[config.mk]
export PLATFORM = sky130hd
export DESIGN_NAME = hazard_controller_flat
export DESIGN_NICKNAME = d
export VERILOG_FILES = /design/src/rtl/hazard_if.sv /design/src/rtl/hazard_controller.sv /design/src/flat_wrapper.sv
export SDC_FILE = /design/constraint.sdc
export NUM_CORES = 1
export LEC_CHECK = 0
export BUFFER_PORTS_ARGS = -buffer_cell sky130_fd_sc_hd__clkbuf_2
export CAP_MARGIN = 20
export CORE_MARGIN = 10
export CORE_UTILIZATION = 45
export CTS_CLUSTER_DIAMETER = 120
export DETAILED_ROUTE_END_ITERATION = 6
export PLACE_DENSITY = 0.69
export SLEW_MARGIN = 0
export SYNTH_ARGS = -nofsm -noshare
export SYNTH_HDL_FRONTEND = slang
export SYNTH_SLANG_ARGS = --single-unit
[constraint.sdc]
create_clock -name clk -period 5.55 [get_ports clk]
set_clock_uncertainty 0.1 [all_clocks]
set_input_delay 0.2775 -clock clk [delete_from_list [all_inputs] [get_ports clk]]
set_output_delay 0.2775 -clock clk [all_outputs]
set_load 0.005 [all_outputs]
[src/rtl/hazard_if.sv]
// Hazard-control bundle: ID/EX/MEM status toward the controller, barrier
// enables/flushes and perf counters back. master = pipeline side, slave = controller.
interface hazard_if #(
  parameter int CNT_W = 32
);
  logic [4:0]       id_rs1_idx;
  logic [4:0]       id_rs2_idx;
  logic             id_uses_rs1;
  logic             id_uses_rs2;
  logic             ex_mem_read;
  logic [4:0]       ex_rd_idx;
  logic             ex_branch_taken;
  logic             mem_req;
  logic             mem_ready;
  logic             pc_write;
  logic             if_id_write;
  logic             id_ex_write;
  logic             ex_mem_write;
  logic             if_id_flush;
  logic             id_ex_flush;
  logic             mem_timeout;
  logic [CNT_W-1:0] stall_cycles;
  logic [CNT_W-1:0] flush_count;

  modport master (
    output id_rs1_idx, id_rs2_idx, id_uses_rs1, id_uses_rs2, ex_mem_read,
           ex_rd_idx, ex_branch_taken, mem_req, mem_ready,
    input  pc_write, if_id_write, id_ex_write, ex_mem_write, if_id_flush,
           id_ex_flush, mem_timeout, stall_cycles, flush_count
  );

  modport slave (
    input  id_rs1_idx, id_rs2_idx, id_uses_rs1, id_uses_rs2, ex_mem_read,
           ex_rd_idx, ex_branch_taken, mem_req, mem_ready,
    output pc_write, if_id_write, id_ex_write, ex_mem_write, if_id_flush,
           id_ex_flush, mem_timeout, stall_cycles, flush_count
  );
endinterface

[src/rtl/hazard_controller.sv]
// Pipeline hazard controller: load-use bubbles, branch squash, memory-wait
// freeze with timeout watchdog, post-reset purge, and stall/flush counters.
module hazard_controller #(
  parameter int INIT_CYCLES = 2,
  parameter int TIMEOUT     = 64,
  parameter int CNT_W       = 32
) (
  input  logic     clk,
  input  logic     rst,
  hazard_if.slave  bus
);
  localparam int IW = $clog2(INIT_CYCLES + 1);
  localparam int WW = $clog2(TIMEOUT + 1);

  typedef enum logic [1:0] {S_INIT, S_RUN, S_MEMWAIT, S_ERROR} state_t;

  state_t           r_state, w_next;
  logic [IW-1:0]    r_init_cnt;
  logic [WW-1:0]    r_wait_cnt, w_wait_nxt;
  logic             r_timeout, w_timeout_set;
  logic [CNT_W-1:0] r_stall_cnt, r_flush_cnt;

  logic w_load_use, w_mem_stall, w_run_rules, w_branch_fire, w_stall_cnt_en;
  logic w_pc_write, w_if_id_write, w_id_ex_write, w_ex_mem_write;
  logic w_if_id_flush, w_id_ex_flush;

  assign w_mem_stall = bus.mem_req && !bus.mem_ready;
  assign w_load_use  = bus.ex_mem_read && (bus.ex_rd_idx != 5'd0) &&
                       ((bus.id_uses_rs1 && (bus.id_rs1_idx == bus.ex_rd_idx)) ||
                        (bus.id_uses_rs2 && (bus.id_rs2_idx == bus.ex_rd_idx)));

  always_comb begin
    w_next         = r_state;
    w_wait_nxt     = r_wait_cnt;
    w_timeout_set  = 1'b0;
    w_run_rules    = 1'b0;
    w_branch_fire  = 1'b0;
    w_pc_write     = 1'b0;
    w_if_id_write  = 1'b0;
    w_id_ex_write  = 1'b0;
    w_ex_mem_write = 1'b0;
    w_if_id_flush  = 1'b0;
    w_id_ex_flush  = 1'b0;

    case (r_state)
      S_INIT: begin
        // Clock the cleared control fields through barriers with no data reset.
        w_id_ex_write  = 1'b1;
        w_ex_mem_write = 1'b1;
        w_if_id_flush  = 1'b1;
        w_id_ex_flush  = 1'b1;
        if (r_init_cnt == IW'(INIT_CYCLES - 1)) w_next = S_RUN;
      end
      S_RUN: begin
        if (w_mem_stall) begin
          w_next     = S_MEMWAIT;
          w_wait_nxt = WW'(1);
        end else begin
          w_run_rules = 1'b1;
        end
      end
      S_MEMWAIT: begin
        // mem_req is not looked at here: the frozen MEM stage still holds it.
        if (!bus.mem_ready) begin
          w_wait_nxt = r_wait_cnt + 1'b1;
          if (r_wait_cnt == WW'(TIMEOUT - 1)) begin
            w_next        = S_ERROR;
            w_timeout_set = 1'b1;
          end
        end else begin
          w_run_rules = 1'b1;
          w_next      = S_RUN;
        end
      end
      default: ;
    endcase

    if (w_run_rules) begin
      w_pc_write     = 1'b1;
      w_if_id_write  = 1'b1;
      w_id_ex_write  = 1'b1;
      w_ex_mem_write = 1'b1;
      if (bus.ex_branch_taken) begin
        // Branch wins over load-use: the dependent instruction is squashed anyway.
        w_branch_fire = 1'b1;
        w_if_id_flush = 1'b1;
        w_id_ex_flush = 1'b1;
      end else if (w_load_use) begin
        w_pc_write    = 1'b0;
        w_if_id_write = 1'b0;
        w_id_ex_flush = 1'b1;
      end
    end
  end

  assign w_stall_cnt_en = ((r_state == S_RUN) || (r_state == S_MEMWAIT)) && !w_pc_write;

  always_ff @(posedge clk) begin
    if (rst) begin
      r_state     <= S_INIT;
      r_init_cnt  <= '0;
      r_wait_cnt  <= '0;
      r_timeout   <= 1'b0;
      r_stall_cnt <= '0;
      r_flush_cnt <= '0;
    end else begin
      r_state    <= w_next;
      r_wait_cnt <= w_wait_nxt;
      if (r_state == S_INIT) r_init_cnt  <= r_init_cnt + 1'b1;
      if (w_timeout_set)     r_timeout   <= 1'b1;
      if (w_stall_cnt_en)    r_stall_cnt <= r_stall_cnt + 1'b1;
      if (w_branch_fire)     r_flush_cnt <= r_flush_cnt + 1'b1;
    end
  end

  assign bus.pc_write     = w_pc_write;
  assign bus.if_id_write  = w_if_id_write;
  assign bus.id_ex_write  = w_id_ex_write;
  assign bus.ex_mem_write = w_ex_mem_write;
  assign bus.if_id_flush  = w_if_id_flush;
  assign bus.id_ex_flush  = w_id_ex_flush;
  assign bus.mem_timeout  = r_timeout;
  assign bus.stall_cycles = r_stall_cnt;
  assign bus.flush_count  = r_flush_cnt;
endmodule
[src/flat_wrapper.sv]
// flat-port wrapper written by rule: the top's interface ports become plain ports
module hazard_controller_flat 
#(
  parameter int INIT_CYCLES = 2,
  parameter int TIMEOUT     = 64,
  parameter int CNT_W       = 32
)
  (clk, rst, bus_id_rs1_idx, bus_id_rs2_idx, bus_id_uses_rs1, bus_id_uses_rs2, bus_ex_mem_read, bus_ex_rd_idx, bus_ex_branch_taken, bus_mem_req, bus_mem_ready, bus_pc_write, bus_if_id_write, bus_id_ex_write, bus_ex_mem_write, bus_if_id_flush, bus_id_ex_flush, bus_mem_timeout, bus_stall_cycles, bus_flush_count);
  hazard_if #(.CNT_W(CNT_W)) bus_i ();
  input  logic clk;
  input  logic rst;
  input wire logic [$bits(bus_i.id_rs1_idx)-1:0] bus_id_rs1_idx;
  input wire logic [$bits(bus_i.id_rs2_idx)-1:0] bus_id_rs2_idx;
  input wire logic [$bits(bus_i.id_uses_rs1)-1:0] bus_id_uses_rs1;
  input wire logic [$bits(bus_i.id_uses_rs2)-1:0] bus_id_uses_rs2;
  input wire logic [$bits(bus_i.ex_mem_read)-1:0] bus_ex_mem_read;
  input wire logic [$bits(bus_i.ex_rd_idx)-1:0] bus_ex_rd_idx;
  input wire logic [$bits(bus_i.ex_branch_taken)-1:0] bus_ex_branch_taken;
  input wire logic [$bits(bus_i.mem_req)-1:0] bus_mem_req;
  input wire logic [$bits(bus_i.mem_ready)-1:0] bus_mem_ready;
  output wire logic [$bits(bus_i.pc_write)-1:0] bus_pc_write;
  output wire logic [$bits(bus_i.if_id_write)-1:0] bus_if_id_write;
  output wire logic [$bits(bus_i.id_ex_write)-1:0] bus_id_ex_write;
  output wire logic [$bits(bus_i.ex_mem_write)-1:0] bus_ex_mem_write;
  output wire logic [$bits(bus_i.if_id_flush)-1:0] bus_if_id_flush;
  output wire logic [$bits(bus_i.id_ex_flush)-1:0] bus_id_ex_flush;
  output wire logic [$bits(bus_i.mem_timeout)-1:0] bus_mem_timeout;
  output wire logic [$bits(bus_i.stall_cycles)-1:0] bus_stall_cycles;
  output wire logic [$bits(bus_i.flush_count)-1:0] bus_flush_count;
  assign bus_i.id_rs1_idx = bus_id_rs1_idx;
  assign bus_i.id_rs2_idx = bus_id_rs2_idx;
  assign bus_i.id_uses_rs1 = bus_id_uses_rs1;
  assign bus_i.id_uses_rs2 = bus_id_uses_rs2;
  assign bus_i.ex_mem_read = bus_ex_mem_read;
  assign bus_i.ex_rd_idx = bus_ex_rd_idx;
  assign bus_i.ex_branch_taken = bus_ex_branch_taken;
  assign bus_i.mem_req = bus_mem_req;
  assign bus_i.mem_ready = bus_mem_ready;
  assign bus_pc_write = bus_i.pc_write;
  assign bus_if_id_write = bus_i.if_id_write;
  assign bus_id_ex_write = bus_i.id_ex_write;
  assign bus_ex_mem_write = bus_i.ex_mem_write;
  assign bus_if_id_flush = bus_i.if_id_flush;
  assign bus_id_ex_flush = bus_i.id_ex_flush;
  assign bus_mem_timeout = bus_i.mem_timeout;
  assign bus_stall_cycles = bus_i.stall_cycles;
  assign bus_flush_count = bus_i.flush_count;
  hazard_controller #(.INIT_CYCLES(INIT_CYCLES), .TIMEOUT(TIMEOUT), .CNT_W(CNT_W)) u_core (.clk(clk), .rst(rst), .bus(bus_i));
endmodule
# Yosys cells after proc, flatten, opt, wreduce, memory -nomap -nowiden
# Cells that the tools add are included.
# word_totals
reg_bits	76
latch_bits	0
ramBits	0
mem_bits_ro	0
input_bits	23
output_inout_bits	71
word_cells	62
n_memories	0
# classes
n_addsub	4
mul	0
div	0
n_lt_le_gt_ge	0
n_eq_ne	10
n_shift	0
muxes	26
n_bitwise	0
n_reduce_logical	16
# op_table
op	count
$add 32x1->32 const B	2
$mux 1	17
$mux 7	2
$pmux 7 s2	1
$eq 5x5->1	2
$mux 2	4
$add 7x1->7 const B	1
$eq 7x6->1 const B	1
$logic_and 1x1->1	6
$pmux 2 s3	1
$reduce_bool 5->1	1
$eq 2x1->1 const B	2
$ne 2x1->1 const B	2
$reduce_and 4->1	1
$ne 3x2->1 const B	1
$reduce_and 3->1	1
$reduce_bool 3->1	1
$add 2x1->2 const B	1
$eq 2x2->1 const B	1
$logic_not 1->1	2
$logic_not 2->1	1
$logic_or 1x1->1	2
$ne 2x2->1 const B	1
$pmux 1 s2	1
$reduce_bool 2->1	1

# Longest topological paths before layout
# Gate-level depths: netlist of run 1.
# logic_depth
depth_word	9
mapped_depth	10
depth_no_buf	8

# Least setup slack after synthesis of run 1
# No wires, ideal clock.
# synth_timing
path_type	reg-to-reg
startpoint	register u_core.r_state[0]
endpoint	register u_core.r_stall_cnt[27] (netlist: u_core.bus.stall_cycles[27])
setup_time_ns	0.121
arrival_ns	2.075
required_ns	5.329
setup_slack_ns	3.254
stages_incl_launch_ff	11
path_buffers	2
synth_period_minus_slack_ns	2.296
cell_sequence	dfxtp_1 > inv_1 > ha_1 > nand3_1 > or2_0 > buf_2 > a211oi_1 > a21oi_2 > buf_4 > nor3b_1 > mux2_4
# synth_via
elab_chain_len	5
elab_cells_between_ends	7
classes_between	eq/ne: 2; mux: 2; reduce/logical: 3
# synth_rtl
element	line_no	source
from (decl)	hazard_controller.sv:17	state_t r_state, w_next;
from (signal assigned)	hazard_controller.sv:107	r_state <= w_next;
$eq 2x2->1 or $eq 2x1->1 (tied branches)	hazard_controller.sv:45, hazard_controller.sv:96	
$pmux 1 s2	hazard_controller.sv:45	case (r_state)
$mux 1	hazard_controller.sv:78	if (w_run_rules) begin
$logic_not 1->1	hazard_controller.sv:96	assign w_stall_cnt_en = ((r_state == S_RUN) || (r_state == S_MEMWAIT)) && !w_pc_write;
$logic_and 1x1->1 *	hazard_controller.sv:96	
to (signal assigned)	hazard_controller.sv:111	if (w_stall_cnt_en) r_stall_cnt <= r_stall_cnt + 1'b1;
to (decl)	hazard_controller.sv:21	logic [CNT_W-1:0] r_stall_cnt, r_flush_cnt;
# Every way passes the cells marked *; elsewhere a longest branch is shown, timed or not.
# A chain may end at the register's enable or synchronous reset.

# Final worst setup path of run 1
# layout_timing
startpoint	register u_core.r_state[0]
endpoint	output bus_pc_write
# layout_via
elab_chain_len	3
elab_cells_between_ends	4
classes_between	eq/ne: 2; mux: 2
# layout_rtl
element	line_no	source
$eq 2x2->1 or $eq 2x1->1 (tied branches)	hazard_controller.sv:45	
$pmux 1 s2 *	hazard_controller.sv:45	
$mux 1 *	hazard_controller.sv:78	
to (decl)	flat_wrapper.sv:21	output wire logic [$bits(bus_i.pc_write)-1:0] bus_pc_write;
# Marks and branches as above.

==> results of run 1 <==
-- how the worst max path moves through the flow --
stage                                        endpoint  cells after the start  slack [ns]
after floorplan           u_core.bus.stall_cycles[27]                     10        3.25
final                                    bus_pc_write                      5        2.80
after CTS                                bus_pc_write                      5        2.77
after detailed placement  u_core.bus.stall_cycles[31]                      7        2.90
after global placement    u_core.bus.stall_cycles[31]                      7        2.97
after global routing                     bus_pc_write                      5        2.59
-- cell families after synthesis --
| kind of cell | Yosys count | synth area share, % |
|---|---|---|
| and+or+nand+nor | 220 | 30.79 |
| AOI/OAI and AO/OA | 77 | 12.04 |
| DFF | 76 | 38.84 |
| xor gates and xnor gates | 43 | 9.614 |
| buffers and inverters | 35 | 4.312 |
| adders and majority gates | 8 | 2.555 |
| muxes | 6 | 1.852 |
-- power by group --
| part | internal [µW] | switching, µW | total (µW) |
|---|---|---|---|
| Sequential | 564 | 17.2 | 582 |
| Combinational | 87.5 | 129 | 217 |
| Clock | 162 | 203 | 365 |
| Total | 814 | 349 | 1160 |
-- registers in the layout (all words and copies together), names as in the netlist --
| register | cells |
|---|---|
| u_core.bus.stall_cycles | 32 |
| u_core.r_state | 2 |
| u_core.r_init_cnt | 2 |
| u_core.r_wait_cnt | 7 |
| u_core.bus.mem_timeout | 1 |
| u_core.bus.flush_count | 32 |
-- per-layer routing --
metal / global-route usage [%] / wire (µm) / up-vias
met1: 17.44 / 4240 / 1704
met2: 25.42 / 4683 / 74
met3: 5.071 / 558 / 8
met4: 4.399 / 127 / 0
met5: 0 / 0 / -
li1: - / - / 1821
-- area by class of cell --
cell class,count,share of cell area (%)
Inverter,12,0.9863
Multi-Input combinational cell,354,48.77
Sequential cell,76,33.32
Timing Repair Buffer,94,10.36
Clock inverter,6,0.9041
Tap cell,105,2.877
Clock buffer,10,2.795
-- critical path, delay by kind of cell, from the launching register on --
kind                       cells  cell delay [ns]
buffers and inverters          2             0.32
and+or+nand+nor                1             0.18
adders and majority gates      1             0.48
DFF                            1             0.38
AOI/OAI and AO/OA              1             0.65
-- cell usage after synthesis, types with 11 or more instances --
master / number
nand3_1: 24
nand4_1: 17
nor2_1: 51
o21ai_0: 16
dfxtp_1: 76
xor2_1: 14
inv_1: 12
xnor2_1: 29
or3_1: 17
or4_1: 15
a21oi_1: 30
nand2_1: 35
clkbuf_1: 11
-- per-stage QoR --
| stage | cells | util [%] |
|---|---|---|
| 2_1_floorplan | 465 | - |
| 3_3_place_gp | 641 | 52.73 |
| 3_5_place_dp | 641 | 52.73 |
| 4_1_cts | 657 | 54.76 |
| 5_1_grt | 657 | 54.76 |
| 6_report | 657 | 54.76 |
==> flow_summary.json, run 1 <==
{
  "status": "finished, final reports clean",
  "fin_crit_sh_pct": 49.52,
  "syn-num-nets": 496,
  "fin_nets": 578,
  "start_util_pct": 46.97,
  "grt_pass1_vias": 3499,
  "irDropWorstVdd_v": 0.0001639,
  "r2r-end": "u_core.bus.stall_cycles[27]",
  "hold_path_class": "in -> reg",
  "grt_usage_pct": 14.98,
  "final_cell_mix": "clkbuf_2, dfxtp_1, nor2_1",
  "mostFrequentLayoutCell": "clkbuf_2",
  "setup_viol": 0,
  "cts_resized": 0,
  "path_class": "reg -> out",
  "hold_end": "u_core.bus.flush_count[1]",
  "synth_cell_type_count": 48,
  "grt_max_degree": 80,
  "gr-total-overflow": 0,
  "drtPass1Iterations": 4,
  "dp_hpwl_um": 7239,
  "min_from": "bus_ex_branch_taken",
  "multi_input_area_um2": 2227,
  "clock-root-buffer": "clkbuf_8",
  "synth_edf_count": 0,
  "vias": 3607,
  "power.total_uw": 1163,
  "drt_iter0_markers": 158,
  "netlist_area_um2": 3918,
  "fin_tns_setup_ns": 0,
  "yosys_warnings": 0,
  "finalCriticalPeriod_ns": 2.748,
  "hold_violations": 0,
  "coreArea_um2": 8341,
  "seq_area_um2": 1521,
  "end_kind": "primary output",
  "drv_cap": 0,
  "routabilityCongestion": 0.7865,
  "max_freq_ghz": 0.3639,
  "grt_first_pass_wirelength_um": 16490,
  "cts_buffers": 9,
  "htree_levels": 3,
  "r2r_start": "u_core.r_state[0]",
  "final_antenna_net_count": 0,
  "fp.dieArea_um2": 12840,
  "synth_top_area_share_pct": 38.84,
  "cp_slowest_cell": "a21oi_4",
  "worstSetupStartpointType": "flip-flop",
  "worst_pin_slew_ns": 0.8031,
  "p_leak_uw": 0.001746,
  "syn_inst": 465,
  "cp_cell_sequence": "inv_1, ha_1, nand2_1, a21oi_4, clkbuf_2",
  "worst_slack_ns": 2.802,
  "hold_slack_ns": 0.2135,
  "hold_buffers": 0,
  "post_cts_buffers": 0,
  "cp-startpoint": "u_core.r_state[0]",
  "synth_area_per_cell_um2": 8.425,
  "clk_pin_slew_worst_paths_ns": 0.08,
  "slew-limit-headroom_pct": 46.34,
  "cp.arrival_ns": 2.37,
  "yosys_most_used_dff": "dfxtp_1",
  "diodes": 0,
  "cts_tree": "yes",
  "cpPeakStageDelay_ns": 0.65,
  "clock_path_buffers": 2,
  "die_x_um": 113.3,
  "dp_slack_ns": 2.900,
  "io_buffers": 93,
  "routed_wl_um": 9609,
  "placed_cell_area_um2": 4398,
  "fp.dieH_um": 113.3,
  "hold_depth": 3,
  "r2r_cells": 8,
  "synth-seq-cells": 76,
  "clkLatencyLatePin_ns": 0.34,
  "antenna_found_initial": 0,
  "power.density_nw_per_um2": 254.7,
  "seq_area_frac_synth_pct": 38.84,
  "async_flop_share_pct": 0,
  "fillers": 819,
  "drive_gt1_share_pct": 22.64,
  "worst-path-max-fanout": 37,
  "drc": 0,
  "rsz0062_at_grt": "no",
  "maxSlewViolCount": 0,
  "final_area_um2": 4567,
  "pin_count": 94,
  "cp.required_ns": 5.17,
  "vias_per_cell": 5.490,
  "cts_sinks": 76,
  "area_growth_pct": 16.58,
  "r2r_setup_slack_ns": 2.90,
  "wl_per_cell_um": 14.63,
  "rows": 33,
  "synthTopCellsByArea": "dfxtp_1, xnor2_1, nor2_1, a21oi_1, nand2_1",
  "synth_area_leader_cell": "dfxtp_1"
}
(Power assumes the default switching activity.)
==> inputs of run 2 (changes only) <==
ABC_AREA = 1   (was not set)
PLACE_DENSITY = 0.7   (was 0.69)
clock period = 2.4 ns   (was 5.55 ns; I/O delays follow)
==> flow_summary.json, run 2 <==
{
  "vias": 4899,
  "final_antenna_net_count": 0,
  "seq_area_frac_synth_pct": 33.32,
  "async_flop_share_pct": 0,
  "final_cell_mix": "nand2_1, nor2_1, clkbuf_2",
  "cts_tree": "yes",
  "synth_top_area_share_pct": 33.32,
  "coreArea_um2": 9819,
  "drtPass1Iterations": 5,
  "netlist_area_um2": 4567,
  "dp_hpwl_um": 9612,
  "post_cts_buffers": 0,
  "hold_path_class": "in -> reg",
  "grt_usage_pct": 17.22,
  "synth-seq-cells": 76,
  "hold_slack_ns": 0.09433,
  "yosys_warnings": 0,
  "hold_violations": 0,
  "status": "finished, final reports clean",
  "synth_area_leader_cell": "dfxtp_1",
  "clock_path_buffers": 2,
  "fp.dieArea_um2": 14580,
  "path_class": "reg -> out",
  "placed_cell_area_um2": 5150,
  "grt_pass1_vias": 4660,
  "fin_nets": 848,
  "drt_iter0_markers": 315,
  "maxSlewViolCount": 0,
  "fp.dieH_um": 120.7,
  "routed_wl_um": 12580,
  "io_buffers": 93,
  "power.density_nw_per_um2": 688.0,
  "wl_per_cell_um": 13.17,
  "end_kind": "primary output",
  "worst_pin_slew_ns": 0.4895,
  "worst-path-max-fanout": 22,
  "cp.arrival_ns": 2.05,
  "cp_slowest_cell": "dfxtp_1",
  "cts_sinks": 76,
  "routabilityCongestion": 0.9171,
  "max_freq_ghz": 0.4414,
  "crit_path_frequent_cell": "inv_1",
  "mostFrequentLayoutCell": "nand2_1",
  "cp.required_ns": 2.18,
  "syn_inst": 725,
  "worst_slack_ns": 0.1342,
  "rows": 36,
  "drc": 0,
  "synth_cell_type_count": 36,
  "clock-root-buffer": "clkbuf_8",
  "finalCriticalPeriod_ns": 2.266,
  "clkLatencyLatePin_ns": 0.36,
  "pin_count": 94,
  "dp_slack_ns": 0.3138,
  "diodes": 0,
  "fin_crit_sh_pct": 94.41,
  "worstSetupStartpointType": "flip-flop",
  "drive_gt1_share_pct": 19.34,
  "cpPeakStageDelay_ns": 0.37,
  "die_x_um": 120.7,
  "vias_per_cell": 5.130,
  "synth_area_per_cell_um2": 6.299,
  "hold_buffers": 0,
  "p_leak_uw": 0.002278,
  "fillers": 999,
  "setup_viol": 0,
  "grt_max_degree": 40,
  "gr-total-overflow": 0,
  "drv_cap": 0,
  "antenna_found_initial": 0,
  "clk_pin_slew_worst_paths_ns": 0.08,
  "rsz0062_at_grt": "no",
  "grt_first_pass_wirelength_um": 21310,
  "htree_levels": 3,
  "power.total_uw": 3707,
  "irDropWorstVdd_v": 0.0004509,
  "synth_most_common_cell": "nand2_1",
  "final_area_um2": 5389,
  "cp_cell_sequence": "inv_1, ha_1, inv_2, a21oi_4, nand2_4, buf_12, inv_1, clkbuf_2",
  "syn-num-nets": 756,
  "slew-limit-headroom_pct": 67.37,
  "fin_tns_setup_ns": 0,
  "synth_common_cells": "nand2_1, nor2_1, dfxtp_1",
  "start_util_pct": 46.51,
  "synthTopCellsByArea": "dfxtp_1, nand2_1, nor2_1, nand3_1, inv_1",
  "area_growth_pct": 18.00,
  "synth_edf_count": 0,
  "yosys_most_used_dff": "dfxtp_1",
  "cts_buffers": 9
}
==> run 2: final timing paths <==
path | startpoint | endpoint | slack, ns | cells past startpoint
worst max-delay path | u_core.r_state[0] | bus_pc_write | 0.13 | 8
worst min-delay path | bus_ex_branch_taken | u_core.bus.flush_count[21] | 0.09 | 4
worst max register to register | u_core.r_state[0] | u_core.r_wait_cnt[6] | 0.31 | 8
worst min register to register | u_core.r_wait_cnt[6] | u_core.r_wait_cnt[6] | 0.36 | 1
==> run 2: worst max-delay path: cells and delay by family (launching register included) <==
family | cells | cell delay, ns
fa+ha+maj | 1 | 0.32
compound gates | 1 | 0.19
simple gates | 1 | 0.20
flops | 1 | 0.37
buf+inv | 5 | 0.61
==> run 2: timing repair <==
item	CTS	global route
pin swaps	0	0
resized for setup	1	1
cloned	0	1
setup endpoints to repair	2	2
==> run 2: area by class of cell <==
type	instances	area (µm²)	area share [%]
clock inverter	5	50.05	0.9287
timing repair buffer	100	548.0	10.17
clock buffer	11	151.4	2.809
inverter	80	300.3	5.572
sequential	76	1521	28.23
multi-input combinational	550	2651	49.20
tap	133	166.4	3.088
==> run 2: kinds of logic after synthesis <==
logic type / after synthesis / synth area share (%)
xor gates and xnor gates: 15 / 2.877
buffers and inverters: 99 / 8.904
and+or+nand+nor: 439 / 41.89
adders and majority gates: 8 / 2.192
DFF: 76 / 33.32
AOI/OAI and AO/OA: 88 / 10.82
==> run 2: metal layers <==
metal	routed length, µm	GRT usage [%]
met5	0	0
met4	193	5.807
met3	1017	5.026
met2	5529	27.33
met1	5841	21.84
==> run 2: where the power goes <==
| part | internal, µW | switching (µW) | total [µW] |
|---|---|---|---|
| sequential | 1350 | 91.5 | 1440 |
| combinational | 440 | 816 | 1260 |
| clock | 530 | 478 | 1010 |
==> run 2: per-stage QoR <==
| stage | cells | utilization [%] |
|---|---|---|
| final | 955 | 54.88 |
| after global routing | 955 | 54.88 |
| after CTS | 954 | 54.55 |
| after detailed placement | 938 | 52.45 |
| after global placement | 938 | 52.45 |
| after floorplan | 725 | - |
